===== src/rtl/uart_rx_flow_ctrl.sv =====
// UART receive FIFO with RTS watermark flow control,
// sticky overrun, saturating error count and level interrupt.
module uart_rx_flow_ctrl #(
    parameter int DEPTH  = 16,
    parameter int RTS_HI = 12,
    parameter int RTS_LO = 4,
    parameter int AW     = $clog2(DEPTH)
) (
    input  logic          clk,
    input  logic          reset_n,
    input  logic          cfg_rx_en_i,
    output logic          rx_en_o,
    output logic          rts_no,
    input  logic [7:0]    rx_data_i,
    input  logic          rx_valid_i,
    input  logic          parity_err_i,
    input  logic          stop_bit_err_i,
    input  logic          rd_en_i,
    output logic [7:0]    rd_data_o,
    output logic          rd_perr_o,
    output logic          rd_ferr_o,
    input  logic          flush_i,
    output logic [AW:0]   count_o,
    output logic          empty_o,
    output logic          full_o,
    output logic          overrun_o,
    input  logic          clr_overrun_i,
    output logic [7:0]    err_cnt_o,
    input  logic          clr_err_i,
    input  logic [AW:0]   irq_level_i,
    output logic          irq_o
);

    localparam logic [AW:0] FULL_CNT = (AW+1)'(DEPTH);
    localparam logic [AW:0] HI_CNT   = (AW+1)'(RTS_HI);
    localparam logic [AW:0] LO_CNT   = (AW+1)'(RTS_LO);

    typedef enum logic [1:0] {
        OFF       = 2'd0,
        READY     = 2'd1,
        THROTTLED = 2'd2
    } rts_state_t;

    rts_state_t    state_q;
    rts_state_t    state_d;
    logic [9:0]    mem [DEPTH];
    logic [AW-1:0] wr_ptr;
    logic [AW-1:0] rd_ptr;
    logic [9:0]    head;
    logic          pop;
    logic          accept;
    logic          drop;
    logic          frame_err;

    assign empty_o   = (count_o == '0);
    assign full_o    = (count_o == FULL_CNT);
    assign pop       = rd_en_i & ~empty_o & ~flush_i;
    assign accept    = rx_valid_i & rx_en_o & ~flush_i & (~full_o | pop);
    assign drop      = rx_valid_i & rx_en_o & full_o & ~pop & ~flush_i;
    assign frame_err = parity_err_i | stop_bit_err_i;

    assign head      = mem[rd_ptr];
    assign rd_data_o = empty_o ? 8'h00 : head[7:0];
    assign rd_perr_o = ~empty_o & head[8];
    assign rd_ferr_o = ~empty_o & head[9];
    assign rts_no    = (state_q != READY);

    // Storage array; contents survive reset and flush
    always_ff @(posedge clk) begin
        if (accept) mem[wr_ptr] <= {stop_bit_err_i, parity_err_i, rx_data_i};
    end

    // Pointers and occupancy
    always_ff @(posedge clk or negedge reset_n) begin
        if (!reset_n) begin
            wr_ptr  <= '0;
            rd_ptr  <= '0;
            count_o <= '0;
        end else if (flush_i) begin
            wr_ptr  <= '0;
            rd_ptr  <= '0;
            count_o <= '0;
        end else begin
            if (accept) wr_ptr <= wr_ptr + 1'b1;
            if (pop)    rd_ptr <= rd_ptr + 1'b1;
            if (accept && !pop)      count_o <= count_o + 1'b1;
            else if (pop && !accept) count_o <= count_o - 1'b1;
        end
    end

    // Receiver enable, sticky overrun and saturating error count
    always_ff @(posedge clk or negedge reset_n) begin
        if (!reset_n) begin
            rx_en_o   <= 1'b0;
            overrun_o <= 1'b0;
            err_cnt_o <= '0;
        end else begin
            rx_en_o <= cfg_rx_en_i;
            if (drop)               overrun_o <= 1'b1;
            else if (clr_overrun_i) overrun_o <= 1'b0;
            if (clr_err_i)
                err_cnt_o <= '0;
            else if (accept && frame_err && err_cnt_o != 8'hFF)
                err_cnt_o <= err_cnt_o + 1'b1;
        end
    end

    // Registered interrupt from overrun, level and head error
    always_ff @(posedge clk or negedge reset_n) begin
        if (!reset_n) irq_o <= 1'b0;
        else irq_o <= overrun_o
                    | ((irq_level_i != '0) & (count_o >= irq_level_i))
                    | (~empty_o & (rd_perr_o | rd_ferr_o));
    end

    // RTS state register
    always_ff @(posedge clk or negedge reset_n) begin
        if (!reset_n) state_q <= OFF;
        else          state_q <= state_d;
    end

    // RTS next state with watermark hysteresis
    always_comb begin
        state_d = state_q;
        if (!rx_en_o) begin
            state_d = OFF;
        end else begin
            unique case (state_q)
                OFF:       state_d = (count_o < HI_CNT) ? READY : THROTTLED;
                READY:     if (count_o >= HI_CNT) state_d = THROTTLED;
                THROTTLED: if (count_o <= LO_CNT) state_d = READY;
                default:   state_d = OFF;
            endcase
        end
    end

endmodule


===== config.mk =====
export PLATFORM = sky130hd
export DESIGN_NAME = uart_rx_flow_ctrl
export DESIGN_NICKNAME = d
export VERILOG_FILES = /design/src/rtl/uart_rx_flow_ctrl.sv
export SDC_FILE = /design/constraint.sdc
export NUM_CORES = 1
export LEC_CHECK = 0
export ABC_AREA = 1
export BUFFER_PORTS_ARGS = -buffer_cell sky130_fd_sc_hd__buf_2
export CORE_ASPECT_RATIO = 1.1
export CORE_MARGIN = 2
export CORE_UTILIZATION = 58
export CTS_CLUSTER_DIAMETER = 100
export DETAILED_ROUTE_END_ITERATION = 16
export PLACE_DENSITY = 0.77
export SLEW_MARGIN = 15
export SYNTH_ARGS = -nofsm -noshare
export SYNTH_HDL_FRONTEND = slang
export SYNTH_SLANG_ARGS = --single-unit

===== constraint.sdc =====
create_clock -name clk -period 4.1 [get_ports clk]
set_clock_uncertainty 0.05 [all_clocks]
set_input_delay 0.41 -clock clk [delete_from_list [all_inputs] [get_ports clk]]
set_output_delay 0.41 -clock clk [all_outputs]
set_load 0.01 [all_outputs]

==> metrics.txt, run 1 <==
worst-case vdd ir drop=0.0003980 V; Die X=117.5 um; fmax=0.3106 GHz; Comb pwr share=0.243; IO Pins=52; die span in y=128.9 um; Pwr per Cell Area=557.8 mW/mm^2; count of warnings emitted by yosys=0; core area=0.01385 mm^2; Root Buffer=clkbuf_16; total clock buffers created by CTS=17; Clock Power Share=0.330; Total Die Area=0.01514 mm^2; CTS Sinks=186; Initial Util=0.5936; worst path arrival time=2.76 ns; post-synthesis compound-gate area fraction=0.03165; final WL=19440 um; CTS max path bufs=2; gpl congestion=0.8404; Post-Synthesis Net Count=789; Clock Latency Late Sink=0.43 ns; mux cell area share after synthesis=0; number of global-route vias before repair=5846; drt first pass iters=5; Area contributors post-synth=edfxtp_1 58%, nand2_1 11%, nand3_1 8.5%, dfrtp_1 7.9%, ha_1 2.3%; type of origin of the critical path=flip-flop; antenna-violating nets left=0; initial antenna violation count=0; Post-Synth Simple-Gate Area=0.2278; share of cells above drive strength 1=0.1284; M3 GR Usage=0.07225; RSZ-0062 raised after global routing=false; Final Non-Filler Cells=990; M2 GR Usage=0.4503; drt first-iter violations=702; Setup TNS Final=0 ns; mapped cell area=0.008222 mm^2; register area share after synthesis=0.6635; final count of pins violating max slew=0; post-synthesis adder-cell area fraction=0.02526; Final Net Count=829; Tmin final=3.220 ns; Seq cells post-synth=186; commonest cells in the netlist=230 x nand2_1, 160 x edfxtp_1, 140 x nand3_1; Slew HR=0.3707; M1 GR Usage=0.3338; DPL Wire Length=12220 um; PostCTS Resize Cnt=0; setup violators final=0; CP Capture Type=output pin; CTS tree=built; fin crit share=0.7853; post-CTS setup buffer count=0; H-tree Lvls=4; max cap viols=0; final hold viol count=0; critical path class=flip-flop to output pin; drt wl/cell=19.64 um; clock-pin slew on the worst setup and hold paths=0.06 ns; Crit Path Max Fanout=23; largest net degree at the start of global routing=82; Leak Pwr=3.648 nW; Hold Path Class=input pin to flip-flop; gr ovfl total=0; Switching Share=0.3082; port bufs=51; busiest grt layer=met2; EDFF count, synth=160; xor and xnor area share after synthesis=0.009588; Reg power frac=0.427; Total GRT Usage=0.2698; Row Count=45; Via density=5.872; Yosys cell types=32; run status=completed; combinational family with the most area after synthesis=simple AND/OR/NAND/NOR gates; Req. time, crit path=3.64 ns; count leader, synth=nand2_1; area leader, netlist=edfxtp_1; post-synth top area share=0.5844; ys flop type=edfxtp_1; Syn-to-layout area delta=11.28%; Tightest Pin Transition=0.9405 ns; drt drc=0; Syn Area/Cell=10.96 um^2; number of antenna diodes=0; DR vias=5813; Sw Pwr=0.001573 W; async set or reset register ratio after synthesis=0.1398; Post-Place Cells=958; Int Pwr=0.003530 W; gate count after technology mapping=750; first-pass GRT wire length=30670 um
## per-stage QoR
step	cell area, um^2	hold WS (ns)	utilization	power [W]	setup slack, ns
detailed placement	8533	0.4070	0.6161	0.003432	1.383
finish	9149	0.03621	0.6605	0.005103	0.8804
global route	9149	0.01680	0.6605	0.005328	0.7364
floorplan	8222	0.06441	-	0.003088	2.029
CTS	9149	0.02446	0.6605	0.005100	0.9255
global placement	8533	0.4061	0.6161	0.003399	1.426
## worst max-delay path: stages (launching register included)
cell and delay, ns:
dfrtp_1 0.91, inv_1 0.61, nand3_1 0.28, a21oi_1 0.15, o21a_1 0.23, buf_2 0.14
## logic make-up (layout without fill, tap and decap cells)
| family | after synthesis | in the layout |
|---|---|---|
| DFF | 186 | 186 |
| xor gates and xnor gates | 9 | 9 |
| AOI/OAI and AO/OA | 46 | 46 |
| and+or+nand+nor | 423 | 423 |
| adders and majority gates | 16 | 16 |
| buffers and inverters | 70 | 122 |
## registers in the layout (all words and copies together), names as in the netlist
name / count
mem: 160
overrun_o: 1
rd_ptr: 4
wr_ptr: 4
err_cnt_o: 8
rx_en_o: 1
count_o: 5
irq_o: 1
state_q: 2
## power groups by stage
stage	logic [W]	clock network (W)	registers, W
after floorplan	0.000876	0	0.00221
after global placement	0.00118	0	0.00222
after detailed placement	0.00121	0	0.00222
after CTS	0.00123	0.00169	0.00218
after global routing	0.00138	0.00176	0.00219
final	0.00124	0.00168	0.00218
## per-layer routing
| metal | up-vias | routed length (um) |
|---|---|---|
| met5 | - | 0 |
| met3 | 53 | 1663 |
| met2 | 314 | 9702 |
| li1 | 2663 | - |
| met1 | 2783 | 7346 |
| met4 | 0 | 727 |
## layout make-up
| type | count | area [um^2] |
|---|---|---|
| Fill cell | 1056 | 4702 |
| Sequential cell | 186 | 5456 |
| Timing Repair Buffer | 56 | 295.3 |
| Clock inverter | 13 | 176.4 |
| Multi-Input combinational cell | 494 | 2420 |
| Inverter | 35 | 136.4 |
| Tap cell | 188 | 235.2 |
| Clock buffer | 18 | 429.2 |
## path summary, 6_finish.rpt
kind	startpoint	endpoint	cells past startpoint	slack, ns
max reg2reg	count_o[4]	mem[2][0]	8	1.38
max in group asynchronous	reset_n	rd_ptr[0]	2	3.08
min reg2reg	rx_en_o	state_q[1]	2	0.49
min in group asynchronous	reset_n	irq_o	2	0.48
min	cfg_rx_en_i	rx_en_o	1	0.04
max	rd_ptr[2]	rd_data_o[5]	5	0.88
## repair_timing
| item | 4_1_cts | 5_1_grt |
|---|---|---|
| setup endpoints to repair | 0 | 0 |
| endpoints found under the hold margin | 26 | 0 |
| hold buffers | 1 | 0 |
## placed cells by master, fill, tap and decap left out, drive strengths merged
cell type / n
clkbuf: 18
o21a: 9
a21boi: 1
clkinv: 5
dfrtp: 26
nor3: 4
nand4: 5
dlygate4sd3: 1
a21o: 1
fa: 1
o21ai: 10
nand3: 145
nand3b: 1
buf: 55
o22ai: 2
a21oi: 23
xor2: 5
xnor2: 4
inv: 36
ha: 15
bufinv: 4
clkinvlp: 3
nand2: 237
edfxtp: 160
nor2: 31
Power figures use the tool's default switching activity.
==> inputs of run 2 (changes only) <==
- ABC_AREA: 1 -> 0
- clock period: 4.1 -> 3.3 ns (I/O delays scaled with it)
==> metrics.txt, run 2 <==
register area share after synthesis=0.6965; critical path class=flip-flop to flip-flop; Most flops, register=mem; count of warnings emitted by yosys=0; FF-to-FF path depth=9; Regs by FF count=mem: 160 flops, err_cnt_o: 8 flops, count_o: 5 flops; number of global-route vias before repair=4415; fmax=0.3325 GHz; CP Capture Type=flip-flop; post-CTS setup buffer count=0; busiest grt layer=met2; Yosys cell types=47; worst path arrival time=3.26 ns; R2R Path End=count_o[4]; initial antenna violation count=0; max cap viols=0; Post-Place Cells=655; Slowest cell on crit path=or4_4; antenna-violating nets left=0; drt wl/cell=22.67 um; commonest non-fill, non-tap cell in the layout=edfxtp_1; Die X=114.8 um; gr ovfl total=0; core area=0.01321 mm^2; Tightest Pin Transition=0.9023 ns; H-tree Lvls=4; final WL=15640 um; RSZ-0062 raised after global routing=false; Area contributors post-synth=edfxtp_1 61%, mux4_2 13%, dfrtp_1 8.3%, ha_1 2.4%, and2_1 1.4%; worst-case vdd ir drop=0.0003802 V; R2R Path Start=count_o[0]; drt first-iter violations=373; cells along the critical path=or4_4, a21oi_1, nand2_1, fa_1, a21o_1, a21oi_1, nand3_1, a31oi_1, a21oi_1; gpl congestion=0.8079; die span in y=125.9 um; Pwr per Cell Area=669.9 mW/mm^2; area leader, netlist=edfxtp_1; Via density=6.135; Crit Path Max Fanout=9; Setup TNS Final=0 ns; final hold viol count=0; drt drc=0; largest net degree at the start of global routing=33; Final Net Count=554; fin crit share=0.9114; ys flop type=edfxtp_1; Post-Synthesis Net Count=484; WHS Endpoint=err_cnt_o[6]; Req. time, crit path=3.55 ns; DR vias=4233; run status=completed; IO Pins=52; CTS max path bufs=2; commonest cells in the netlist=160 x edfxtp_1, 44 x mux4_2, 26 x dfrtp_1; max FFs per register=160; M1 GR Usage=0.2967; drt first pass iters=4; first-pass GRT wire length=24500 um; hold depth=2; async set or reset register ratio after synthesis=0.1398; Root Buffer=clkbuf_16; Final Non-Filler Cells=690; max incr delay on CP=0.61 ns; gate count after technology mapping=445; CTS tree=built; PostCTS Resize Cnt=0; hold_sp=clr_err_i; Slew HR=0.3985; M3 GR Usage=0.05630; share of cells above drive strength 1=0.2803; Row Count=44; M2 GR Usage=0.3898; CP Buf/Inv Count=0; reg2reg setup slack=0.29 ns; Clock Latency Late Sink=0.42 ns; Tmin final=3.008 ns; Total Die Area=0.01445 mm^2; Leak Pwr=3.125 nW; CP dominant cell by count=a21oi_1; Syn-to-layout area delta=14.65%; total clock buffers created by CTS=17; port bufs=51; commonest cells after routing, fill and taps aside=160 x edfxtp_1, 51 x buf_2, 44 x mux4_2, 24 x dfrtp_1, 22 x nor2_1; EDFF count, synth=160; Seq cells post-synth=186; Hold Path Class=input pin to flip-flop; Syn Area/Cell=17.60 um^2; type of origin of the critical path=flip-flop; setup violators final=0; final count of pins violating max slew=0; clock-pin slew on the worst setup and hold paths=0.06 ns; mapped cell area=0.007833 mm^2; delay-heaviest family, CP=compound AO/OA/AOI/OAI gates; DPL Wire Length=9866 um; CTS Sinks=186; Total GRT Usage=0.2348; count leader, synth=edfxtp_1; post-synth top area share=0.6134; Initial Util=0.5928
==> run 2: cell count changes after synthesis, sizes merged, moves of 17 or more <==
cell	previous run	this run
and2	0	17
nand2	237	13
inv	35	13
buf	27	8
mux4	0	44
nand3	145	10
==> run 2: routing by layer <==
layer,up-vias,part of all wire
met1,2155,0.39
met4,0,0.027
met5,-,0
met3,29,0.055
met2,147,0.52
li1,1902,-
==> run 2: area by class of cell <==
| type | instances | area [um^2] |
|---|---|---|
| Antenna cell | 1 | 2.502 |
| Fill cell | 848 | 4233 |
| Clock buffer | 25 | 485.5 |
| Clock inverter | 7 | 115.1 |
| Multi-Input combinational cell | 226 | 2246 |
| Sequential cell | 186 | 5458 |
| Inverter | 13 | 48.80 |
| Timing Repair Buffer | 71 | 422.9 |
| Tap cell | 161 | 201.4 |
==> run 2: stage by stage <==
step / setup WS, ns / util / total power (W) / hold slack [ns] / cell area (um^2)
finish: 0.2923 / 0.6796 / 0.006016 / 0.1151 / 8980
global route: 0.1215 / 0.6795 / 0.006259 / 0.1150 / 8977
CTS: 0.2881 / 0.6795 / 0.006053 / 0.09791 / 8977
detailed placement: 0.3447 / 0.6325 / 0.004028 / 0.3239 / 8357
global placement: 0.4623 / 0.6325 / 0.004000 / 0.3171 / 8357
floorplan: 0.5535 / - / 0.003647 / -0.01559 / 7833
==> run 2: cell families after synthesis <==
logic type,count (synthesis),synth area share
compound gates,43,0.03658
xor+xnor,12,0.01342
fa+ha+maj,16,0.02652
buf+inv,33,0.01677
flops,186,0.6965
mux,54,0.1406
simple gates,101,0.06965
==> run 2: worst max path at each step <==
stage,startpoint,to,slack (ns),cells past startpoint
floorplan,count_o[0],count_o[4],0.55,9
global route,count_o[0],count_o[4],0.12,9
CTS,rd_ptr[0],rd_data_o[7],0.29,5
global placement,count_o[0],count_o[4],0.46,9
detailed placement,count_o[0],count_o[4],0.34,9
finish,count_o[0],count_o[4],0.29,9
==> run 2: report_power, final <==
group | leakage [nW] | total [W] | switching, W | internal (W)
sequential | 1.78 | 0.00273 | 0.000115 | 0.00261
combinational | 1.05 | 0.00125 | 0.000627 | 0.000626
clock | 0.289 | 0.00203 | 0.000784 | 0.00125
==> run 2: what timing repair did <==
action	4_1_cts	5_1_grt
setup endpoints to repair	0	0
hold buffers	2	0
hold endpoints to repair	27	0
==> inputs of run 3 (changes only) <==
- CELL_PAD_IN_SITES_DETAIL_PLACEMENT: not set -> 0
- CELL_PAD_IN_SITES_GLOBAL_PLACEMENT: not set -> 1
- CORE_UTILIZATION: 58 -> 52
- GPL_TIMING_DRIVEN: not set -> 0
- PLACE_DENSITY: 0.77 -> not set
- PLACE_DENSITY_LB_ADDON: not set -> 0.1
==> metrics.txt, run 3 (synthesis gave the netlist of run 2 again) <==
DPL Wire Length=10610 um; CP Capture Type=output pin; H-tree Lvls=4; number of antenna diodes=0; M1 WL=7125 um; final WL=16410 um; Most flops, register=mem; Initial Util=0.5264; port bufs=50; final count of pins violating max slew=0; Req. time, crit path=2.92 ns; IO Pins=52; Slew HR=0.2729; sequential cell area=0.005455 mm^2; drt wl/cell=22.51 um; RSZ-0062 raised after global routing=false; final hold viol count=0; commonest cells after routing, fill and taps aside=160 x edfxtp_1, 51 x buf_2, 44 x mux4_2, 26 x dfrtp_1; top routing layer in use=met4; setup violators final=0; number of global-route vias before repair=4267; Fill cells=1092; Die X=121.0 um; multi-input logic area=0.002273 mm^2; Tightest Pin Transition=1.087 ns; Layout Cell Area excl Fill=0.009050 mm^2; gr ovfl total=0; Pwr per Cell Area=674.4 mW/mm^2; run status=completed; first-pass GRT wire length=25030 um; critical path class=flip-flop to output pin; Clock Latency Late Sink=0.43 ns; drt first-iter violations=314; met2 WL=8299 um; Total Die Area=0.01606 mm^2; share of cells above drive strength 1=0.2889; drt first pass iters=5; Hold Path Class=input pin to flip-flop; CTS Sinks=186; worst path arrival time=2.76 ns; commonest non-fill, non-tap cell in the layout=edfxtp_1; gpl congestion=0.7749; Leak Pwr=3.116 nW; Total GRT Usage=0.2206; Worst Setup SP=rd_ptr[0]; post-CTS setup buffer count=0; total clock buffers created by CTS=17; initial antenna violation count=0; Root Buffer=clkbuf_16; clock-pin slew on the worst setup and hold paths=0.07 ns; fin crit share=0.9521; CTS max path bufs=2; R2R Path Start=count_o[0]; Final Net Count=559; Via density=5.793; Tmin final=3.142 ns; Crit Path Max Fanout=10; max cap viols=0; Power, Total=0.006103 W; Regs by FF count=mem: 160 flops, err_cnt_o: 8 flops, count_o: 5 flops; DR vias=4223; hold_sp=clr_overrun_i; placed instance area=0.008398 mm^2; die span in y=132.7 um; largest net degree at the start of global routing=27; CTS tree=built; Row Count=47; Syn-to-layout area delta=15.54%; type of origin of the critical path=flip-flop; fmax=0.3183 GHz; worst-case vdd ir drop=0.0004384 V; antenna-violating nets left=0; core area=0.01488 mm^2; max FFs per register=160; drt drc=0; routed wl met3=651 um
-- run 3: cell type report --
type,count,share of cell area
Timing Repair Buffer,56,0.03484
Clock inverter,13,0.01507
Sequential cell,186,0.6028
Clock buffer,19,0.05254
Buffer,20,0.01106
Multi-Input combinational cell,226,0.2512
Tap cell,196,0.02710
Inverter,13,0.005392
-- run 3: repair_timing --
action,CTS,global route
resized for setup,5,5
hold buffers,2,0
cloned,0,0
hold endpoints to repair,27,0
setup endpoints to repair,8,8
-- run 3: worst max-delay path: stages, from the launching register on --
cell,delay [ns]
dfrtp_1,0.35
clkbuf_1,0.25
buf_4,0.34
mux4_2,0.57
mux4_2,0.49
and2_1,0.18
buf_2,0.14
-- run 3: metal layers --
metal / track usage / vias to the layer above
met5: 0 / -
met4: 0.08463 / 0
met3: 0.04871 / 21
met2: 0.3483 / 119
met1: 0.3029 / 2178
li1: - / 1905
-- run 3: path summary, 6_finish.rpt --
check | slack (ns) | end | cells after the start
min reg2reg | 0.51 | state_q[1] | 3
max in group asynchronous | 2.38 | wr_ptr[3] | 2
max | 0.16 | rd_data_o[3] | 6
max reg2reg | 0.26 | count_o[4] | 9
min | 0.12 | overrun_o | 3
min in group asynchronous | 0.40 | irq_o | 2
-- run 3: stage by stage --
step	setup WS, ns	TNS, ns	util	hold slack [ns]	cells
2_1_floorplan	0.5535	0	-	-0.01559	445
3_3_place_gp	-0.1258	-4.176	0.5598	0.3395	691
3_5_place_dp	0.2896	0	0.5645	0.3409	695
4_1_cts	0.02808	0	0.6075	0.1053	729
5_1_grt	0.02082	0	0.6083	0.1263	729
6_report	0.1581	0	0.6083	0.1246	729
-- run 3: where the power goes --
group / switching, W / internal [W]
combinational: 0.000677 / 0.000636
sequential: 0.0000978 / 0.00261
clock: 0.000874 / 0.00121
